`src/rtl/seg7_pkg.sv`:
```
// Shared definitions for the seven-segment capture block: segment width,
// legal hex patterns, pattern decoder and FSM state type.
// SEG7_CAPTURE_DP_EN widens the segment bus to carry the decimal point in bit 7.
package seg7_pkg;

`ifdef SEG7_CAPTURE_DP_EN
  localparam int unsigned SEG_W = 8;
`else
  localparam int unsigned SEG_W = 7;
`endif

  localparam int unsigned NUM_DIGITS_DEFAULT    = 6;
  localparam int unsigned STABLE_CYCLES_DEFAULT = 4;

  // Active-low patterns, bit 6 = segment g ... bit 0 = segment a.
  localparam logic [6:0] SEG_HEX_0 = 7'b1000000;
  localparam logic [6:0] SEG_HEX_1 = 7'b1111001;
  localparam logic [6:0] SEG_HEX_2 = 7'b0100100;
  localparam logic [6:0] SEG_HEX_3 = 7'b0110000;
  localparam logic [6:0] SEG_HEX_4 = 7'b0011001;
  localparam logic [6:0] SEG_HEX_5 = 7'b0010010;
  localparam logic [6:0] SEG_HEX_6 = 7'b0000010;
  localparam logic [6:0] SEG_HEX_7 = 7'b1111000;
  localparam logic [6:0] SEG_HEX_8 = 7'b0000000;
  localparam logic [6:0] SEG_HEX_9 = 7'b0010000;
  localparam logic [6:0] SEG_HEX_A = 7'b0001000;
  localparam logic [6:0] SEG_HEX_B = 7'b0000011;
  localparam logic [6:0] SEG_HEX_C = 7'b1000110;
  localparam logic [6:0] SEG_HEX_D = 7'b0100001;
  localparam logic [6:0] SEG_HEX_E = 7'b0000110;
  localparam logic [6:0] SEG_HEX_F = 7'b0001110;

  typedef enum logic {SYNC, COLLECT} seg7_state_e;

  // Returns {illegal, nibble}; unknown patterns decode to nibble 0.
  function automatic logic [4:0] seg7_decode(input logic [6:0] seg);
    logic [4:0] res;
    case (seg)
      SEG_HEX_0: res = {1'b0, 4'h0};
      SEG_HEX_1: res = {1'b0, 4'h1};
      SEG_HEX_2: res = {1'b0, 4'h2};
      SEG_HEX_3: res = {1'b0, 4'h3};
      SEG_HEX_4: res = {1'b0, 4'h4};
      SEG_HEX_5: res = {1'b0, 4'h5};
      SEG_HEX_6: res = {1'b0, 4'h6};
      SEG_HEX_7: res = {1'b0, 4'h7};
      SEG_HEX_8: res = {1'b0, 4'h8};
      SEG_HEX_9: res = {1'b0, 4'h9};
      SEG_HEX_A: res = {1'b0, 4'hA};
      SEG_HEX_B: res = {1'b0, 4'hB};
      SEG_HEX_C: res = {1'b0, 4'hC};
      SEG_HEX_D: res = {1'b0, 4'hD};
      SEG_HEX_E: res = {1'b0, 4'hE};
      SEG_HEX_F: res = {1'b0, 4'hF};
      default:   res = {1'b1, 4'h0};
    endcase
    return res;
  endfunction

endpackage

```
`src/rtl/seg7_stable.sv`:
```
// Input register and stability qualifier. Emits a one-cycle capture pulse
// when a one-hot digit select and its pattern have been sampled unchanged
// for STABLE_CYCLES consecutive cycles, together with the digit index and
// the stable pattern.
module seg7_stable import seg7_pkg::*; #(
  parameter int unsigned NUM_DIGITS    = NUM_DIGITS_DEFAULT,
  parameter int unsigned STABLE_CYCLES = STABLE_CYCLES_DEFAULT,
  localparam int unsigned IdxW = (NUM_DIGITS > 1) ? $clog2(NUM_DIGITS) : 1
) (
  input  logic                  clk_i,
  input  logic                  rst_ni,
  input  logic [SEG_W-1:0]      seg_i,
  input  logic [NUM_DIGITS-1:0] sel_i,
  output logic                  capture_o,
  output logic [IdxW-1:0]       idx_o,
  output logic [SEG_W-1:0]      seg_o
);

  localparam int unsigned CntW = $clog2(STABLE_CYCLES + 1);
  localparam logic [CntW-1:0] CntMax = CntW'(STABLE_CYCLES);

  logic [SEG_W-1:0]      seg_q, seg_prev_q;
  logic [NUM_DIGITS-1:0] sel_q, sel_prev_q;
  logic [CntW-1:0]       cnt_q, cnt_d;
  logic                  sel_onehot;
  logic                  same;

  assign sel_onehot = (sel_q != '0) && ((sel_q & (sel_q - 1'b1)) == '0);
  assign same       = (seg_q == seg_prev_q) && (sel_q == sel_prev_q);

  // Sample register S and its one-cycle-old copy, plus the run counter.
  always_ff @(posedge clk_i or negedge rst_ni) begin
    if (!rst_ni) begin
      seg_q      <= '0;
      sel_q      <= '0;
      seg_prev_q <= '0;
      sel_prev_q <= '0;
      cnt_q      <= '0;
    end else begin
      seg_q      <= seg_i;
      sel_q      <= sel_i;
      seg_prev_q <= seg_q;
      sel_prev_q <= sel_q;
      cnt_q      <= cnt_d;
    end
  end

  // Run counter: cleared on blanking/multi-select, restarts on change, saturates.
  always_comb begin
    cnt_d = cnt_q;
    if (!sel_onehot) begin
      cnt_d = '0;
    end else if (!same) begin
      cnt_d = CntW'(1);
    end else if (cnt_q != CntMax) begin
      cnt_d = cnt_q + CntW'(1);
    end
    // Pulse only on arrival at the limit, not while sitting saturated.
    capture_o = sel_onehot && (cnt_d == CntMax) && !(same && (cnt_q == CntMax));
  end

  // One-hot to index.
  always_comb begin
    idx_o = '0;
    for (int unsigned i = 0; i < NUM_DIGITS; i++) begin
      if (sel_q[i]) idx_o = IdxW'(i);
    end
  end

  assign seg_o = seg_q;

endmodule

```
`src/rtl/seg7_capture.sv`:
```
// Seven-segment display bus receiver: qualifies each digit by stability,
// decodes it to a hex nibble, assembles a frame and presents it on a
// valid/ready output with a sticky overrun flag for dropped frames.
// Optional decimal-point capture is enabled by SEG7_CAPTURE_DP_EN.
module seg7_capture import seg7_pkg::*; #(
  parameter int unsigned NUM_DIGITS    = NUM_DIGITS_DEFAULT,
  parameter int unsigned STABLE_CYCLES = STABLE_CYCLES_DEFAULT
) (
  input  logic                    clk,
  input  logic                    reset_n,
  input  logic [SEG_W-1:0]        seg_in,
  input  logic [NUM_DIGITS-1:0]   dig_sel,
  input  logic                    out_ready,
  output logic                    out_valid,
  output logic [4*NUM_DIGITS-1:0] out_value,
  output logic [NUM_DIGITS-1:0]   out_err,
`ifdef SEG7_CAPTURE_DP_EN
  output logic [NUM_DIGITS-1:0]   out_dp,
`endif
  output logic                    overrun
);

  localparam int unsigned IdxW = (NUM_DIGITS > 1) ? $clog2(NUM_DIGITS) : 1;

  logic              capture;
  logic [IdxW-1:0]   cap_idx;
  logic [SEG_W-1:0]  cap_seg;
  logic [4:0]        dec;

  seg7_stable #(
    .NUM_DIGITS    (NUM_DIGITS),
    .STABLE_CYCLES (STABLE_CYCLES)
  ) u_stable (
    .clk_i     (clk),
    .rst_ni    (reset_n),
    .seg_i     (seg_in),
    .sel_i     (dig_sel),
    .capture_o (capture),
    .idx_o     (cap_idx),
    .seg_o     (cap_seg)
  );

  assign dec = seg7_decode(cap_seg[6:0]);

  seg7_state_e               state_q, state_d;
  logic [4*NUM_DIGITS-1:0]   nib_q, nib_d;
  logic [NUM_DIGITS-1:0]     err_q, err_d;
  logic [NUM_DIGITS-1:0]     mask_q, mask_d;
  logic                      valid_q, valid_d;
  logic [4*NUM_DIGITS-1:0]   value_q, value_d;
  logic [NUM_DIGITS-1:0]     oerr_q, oerr_d;
  logic                      overrun_q, overrun_d;
  logic                      take;
`ifdef SEG7_CAPTURE_DP_EN
  logic [NUM_DIGITS-1:0]     dp_q, dp_d;
  logic [NUM_DIGITS-1:0]     odp_q, odp_d;
`endif

  // Frame store, FSM and output buffer.
  always_ff @(posedge clk or negedge reset_n) begin
    if (!reset_n) begin
      state_q   <= SYNC;
      nib_q     <= '0;
      err_q     <= '0;
      mask_q    <= '0;
      valid_q   <= 1'b0;
      value_q   <= '0;
      oerr_q    <= '0;
      overrun_q <= 1'b0;
`ifdef SEG7_CAPTURE_DP_EN
      dp_q      <= '0;
      odp_q     <= '0;
`endif
    end else begin
      state_q   <= state_d;
      nib_q     <= nib_d;
      err_q     <= err_d;
      mask_q    <= mask_d;
      valid_q   <= valid_d;
      value_q   <= value_d;
      oerr_q    <= oerr_d;
      overrun_q <= overrun_d;
`ifdef SEG7_CAPTURE_DP_EN
      dp_q      <= dp_d;
      odp_q     <= odp_d;
`endif
    end
  end

  // Store captures, detect frame completion and run the output handshake.
  always_comb begin
    state_d   = state_q;
    nib_d     = nib_q;
    err_d     = err_q;
    mask_d    = mask_q;
    valid_d   = valid_q;
    value_d   = value_q;
    oerr_d    = oerr_q;
    overrun_d = overrun_q;
`ifdef SEG7_CAPTURE_DP_EN
    dp_d      = dp_q;
    odp_d     = odp_q;
`endif
    take = 1'b0;

    if (capture) begin
      case (state_q)
        SYNC:    take = (cap_idx == '0);
        COLLECT: take = 1'b1;
        default: take = 1'b0;
      endcase
    end

    if (take) begin
      state_d = COLLECT;
      for (int unsigned i = 0; i < NUM_DIGITS; i++) begin
        if (cap_idx == IdxW'(i)) begin
          nib_d[4*i +: 4] = dec[3:0];
          err_d[i]        = dec[4];
          mask_d[i]       = 1'b1;
`ifdef SEG7_CAPTURE_DP_EN
          dp_d[i]         = ~cap_seg[7];
`endif
        end
      end
    end

    if (take && (&mask_d)) begin
      if (!valid_q || out_ready) begin
        valid_d = 1'b1;
        value_d = nib_d;
        oerr_d  = err_d;
`ifdef SEG7_CAPTURE_DP_EN
        odp_d   = dp_d;
`endif
      end else begin
        overrun_d = 1'b1;
      end
      mask_d = '0;
      err_d  = '0;
    end else if (valid_q && out_ready) begin
      valid_d = 1'b0;
    end
  end

  assign out_valid = valid_q;
  assign out_value = value_q;
  assign out_err   = oerr_q;
  assign overrun   = overrun_q;
`ifdef SEG7_CAPTURE_DP_EN
  assign out_dp    = odp_q;
`endif

endmodule

```
`config.mk`:
```
export PLATFORM = sky130hd
export DESIGN_NAME = seg7_capture
export DESIGN_NICKNAME = d
export VERILOG_FILES = /design/src/rtl/seg7_pkg.sv /design/src/rtl/seg7_stable.sv /design/src/rtl/seg7_capture.sv
export SDC_FILE = /design/constraint.sdc
export NUM_CORES = 1
export LEC_CHECK = 0
export ABC_CLOCK_PERIOD_IN_PS = 4660
export CORE_MARGIN = 2
export CORE_UTILIZATION = 35
export DETAILED_ROUTE_END_ITERATION = 8
export PLACE_DENSITY_LB_ADDON = 0.3
export SKIP_CTS_REPAIR_TIMING = 1
export SYNTH_ARGS = -nofsm -noshare
export SYNTH_HDL_FRONTEND = slang
export SYNTH_HIERARCHICAL = 1
export SYNTH_SLANG_ARGS = --single-unit
export TNS_END_PERCENT = 10
```
`constraint.sdc`:
```
create_clock -name clk -period 4.66 [get_ports clk]
set_clock_uncertainty 0.15 [all_clocks]
set_input_delay 0.932 -clock clk [delete_from_list [all_inputs] [get_ports clk]]
set_output_delay 0.932 -clock clk [all_outputs]
set_load 0.005 [all_outputs]
```
==> impl_summary.md <==
Floorplanning
The core region is 11400 µm². The floorplan has 39 rows. The die is 112 µm wide.

The initial utilization of the core area, before any placement, comes to 36.0%. The area of the die is 12600 µm². The number of top-level pins is 48.

The height of the chip is between 100 and 150 µm.

STA
The measured slew at the worst slew-check pin is approximately 1100 ps. In this run the tightest slew margin relative to its limit is 24.9%. In the finished design, the share of the clock period the worst path needs comes to ~88%. The number of pins with negative max-slew slack in the final report came to 0. The highest achievable clock rate is 0.244 GHz.

Setup violations remaining at the end of the flow were counted as 0. Setup repair after global routing left no endpoint under its margin. The total negative slack for setup checks is 0 ps. Subtracting the final worst setup slack from the clock period gives 4100 ps. The number of hold violations in the final report came to 0.

Setup path
The cell repeated most along the worst path is sky130_fd_sc_hd__nor4_4. The endpoint required time on the critical path is 4730 ps. Walking the worst path, the cells encountered are xor2_1, nor4_2, nand4_1, nor4_4, and3_1, nand3_1, o31a_1, nor4_4, and2_1, buf_4, mux2_2. STA puts the critical path data arrival time at 4180 ps.

The kind of end point of the critical path is a register. The buffering stage count on the worst path with inverters included is 1. The start-to-end type of the worst setup path is reg2reg. The startpoint of the lowest-slack register-to-register path is u_stable/seg_o[3]. The critical path starts at u_stable/seg_o[3]. Along the worst path, the maximum fanout reaches 29. The slowest stage of the critical path is the sky130_fd_sc_hd__nor4_4 cell. The peak per-stage delay on the critical path is 540 ps.

The category of the worst setup path launch point is a register. The cell family contributing the most delay on the critical path is simple AND/OR/NAND/NOR gates.

Logic synthesis
The fraction of synthesis flops using an asynchronous set or reset pin is between 90% and 100%. The dominant register cell in the synthesized netlist is sky130_fd_sc_hd__dfrtp_1. In this run the mean area of a mapped cell was 11.7 µm². The cell taking the most area after synthesis is sky130_fd_sc_hd__dfrtp_1.

Yosys attributes the largest share of cell area to sky130_fd_sc_hd__dfrtp_1, sky130_fd_sc_hd__mux2_2, sky130_fd_sc_hd__nor2_1. The count of different cell masters after synthesis is 57. For this run, the number of Yosys warnings is 6. The synthesized area is slightly above 4000 µm². When the netlist entered floorplanning its net count stood at between 300 and 400. Counting flops and latches in the post-synthesis netlist gives between 90 and 100. The share of synthesized area in the top cell type comes to 59.7%. Synthesis produced 350 cells.

The number of enable-type register cells in the synthesized netlist is 0. The fraction of the yosys area taken by sequential cells is approximately three fifths.

Clocking
Clock tree synthesis inserted a total of 9 buffers. The insertion delay of the later-clocked pin in the worst-skew pair is 340 ps. The deepest clock path buffer count is 2.

The post-CTS clock slew at the launch and capture registers of the worst setup and hold paths is roughly 70 ps. The maximum level of the CTS H-tree is 3. The clock root buffer master is sky130_fd_sc_hd__clkbuf_16.

The CTS tree is done. Clock tree synthesis found a total of 98 sinks.

Detailed routing
The average routed wire per standard cell is 15.4 µm. The number of antenna-violating nets in the routed design is 0. Dividing the detail-routed via count by the number of cells gives 5.17. In this run, the number of DRC markers left after iteration 0 of detailed routing was 175. The first detailed-routing pass ran for 4 iterations. After detailed routing, the total wire length is 8400 µm.

After detailed routing, the number of remaining DRC violations is 0. Across all layers, the routed design uses 2825 vias.

Power
The worst ir drop on vdd is 0.155 mV. The analysis attributes to cell leakage a power of around 2.2 nW. The power density of the placed cells is 332 nW/µm².

The design draws roughly 0.0017 W.

Cells and area
In the final design database the tool counted between 400 and 500 nets. The final antenna diode count is 0. The flip-flop and latch area is 2450 µm². The final-layout fill cell count is 1097.

The multi-input combinational cells in the finished layout cover a total of 1530 µm². The area growth from synthesis to layout is 21.5%. The layout cell share with drive strength beyond 1 is 14.6%.

Job
The max capacitance violation total is 0.

GRT
The via count of the first global-routing pass came to 2834. The global-route total usage across every layer is 14.2%. The maximum number of pins on one net before global-route repair is 77. The global-route wire length before repair is 14200 µm. The overflow left after global routing is 0. The number of antenna violations at the first check in global routing is 0.

Run status
The flow ran to the end, and the final reports show no timing, DRC or antenna violations.

Hold path
The worst hold path belongs to the class reg2reg. The launch point of the worst hold path is overrun.

Placed design
The count of buffers added on input and output ports is between 40 and 50. The global placement routability congestion is 0.762. After legalization and detailed placement, the total HPWL measured 5680 µm.
cell usage in the layout (no fill, tap or decap), drive strengths merged, types with 3 or more instances in the layout:
cell	netlist	routed
nand2	15	15
xor2	6	6
nand3	8	8
o31a	3	3
o21ai	11	11
nor2	38	38
nor3	13	13
nand2b	7	7
buf	9	7
clkbuf	7	9
and2	3	3
inv	7	11
and3	3	3
clkdlybuf4s50	0	46
a21oi	24	24
nor3b	3	3
mux2	23	23
nor4	7	7
dfrtp	98	98
a31oi	17	17
xnor2	9	9
nand4	3	3
kinds of logic after synthesis:
| logic type | share of synthesized area, % |
|---|---|
| xor+xnor | 3.38 |
| buf+inv | 2.92 |
| compound gates | 11.3 |
| simple gates | 15.5 |
| mux | 6.55 |
| flops | 59.7 |
| fa+ha+maj | 0.609 |
worst paths after layout:
check	to	slack, ps	depth (start not counted)
max reg2reg	out_value[3]	560	11
min in group asynchronous	u_stable/seg_o[2]	590	1
min	overrun	320	1
max in group asynchronous	nib_q[13]	2910	2
max	out_value[3]	560	11
min reg2reg	overrun	320	1
sequential cells by signal, indices dropped and copies added, names as in the netlist:
name                 cells
out_value               24
overrun                  1
u_stable/sel_q           6
mask_q                   6
out_valid                1
nib_q                   24
u_stable/seg_o           7
out_err                  6
err_q                    6
state_q                  1
u_stable/seg_prev_q      7
u_stable/cnt_q           3
u_stable/sel_prev_q      6
layout make-up:
class                      count  share of cell area (%)
sequential                    98                    49.1
multi-input combinational    229                    30.7
clock buffer                   9                    4.51
timing repair buffer          53                    10.3
clock inverter                 7                    1.23
inverter                       7                   0.526
tap                          143                    3.58
per-layer routing:
metal  track usage (%)  vias up  wire length [µm]  part of all wire [%]
li1                  -     1351                 -                     -
met1              20.9     1390              4120                    49
met2              20.6       73              3800                    45
met3              3.02       11               344                   4.1
met4              5.85        0               139                   1.7
met5                 0        -                 0                     0
through the flow:
step	worst slack [ps]	hold slack (ps)	std cells	utilization (%)	instance area (µm²)
after global routing	237	343	546	43.7	4990
final	556	321	546	43.7	4990
after detailed placement	550	311	530	41.2	4700
after CTS	555	327	546	43.7	4990
after global placement	703	307	530	41.2	4700
after floorplan	1070	199	350	-	4110
synthesized netlist by cell type (5+ instances only):
master                     count
sky130_fd_sc_hd__nand3_1       8
sky130_fd_sc_hd__mux2_2       19
sky130_fd_sc_hd__nand2_1      15
sky130_fd_sc_hd__nand2b_1      7
sky130_fd_sc_hd__a31oi_1      17
sky130_fd_sc_hd__a21oi_1      24
sky130_fd_sc_hd__dfrtp_1      98
sky130_fd_sc_hd__inv_1         7
sky130_fd_sc_hd__xnor2_1       9
sky130_fd_sc_hd__clkbuf_1      7
sky130_fd_sc_hd__nor2_1       37
sky130_fd_sc_hd__nor3_1       12
sky130_fd_sc_hd__o21ai_0      11
sky130_fd_sc_hd__xor2_1        5
report_power, final:
group	total [W]	leakage (nW)	internal (W)	switching (W)
logic	0.0000678	0.748	0.0000289	0.0000389
clock network	0.000707	0.140	0.000373	0.000333
registers	0.000881	1.31	0.000862	0.0000190
total	0.00166	2.20	0.00126	0.000391
worst register-to-register path: cells and delay by family, from the launching register on:
family	cells	cell delay, ps
compound gates	1	340
xor+xnor	1	210
buf+inv	1	350
flops	1	520
mux	1	390
simple gates	7	2040
(Power assumes the default switching activity.)
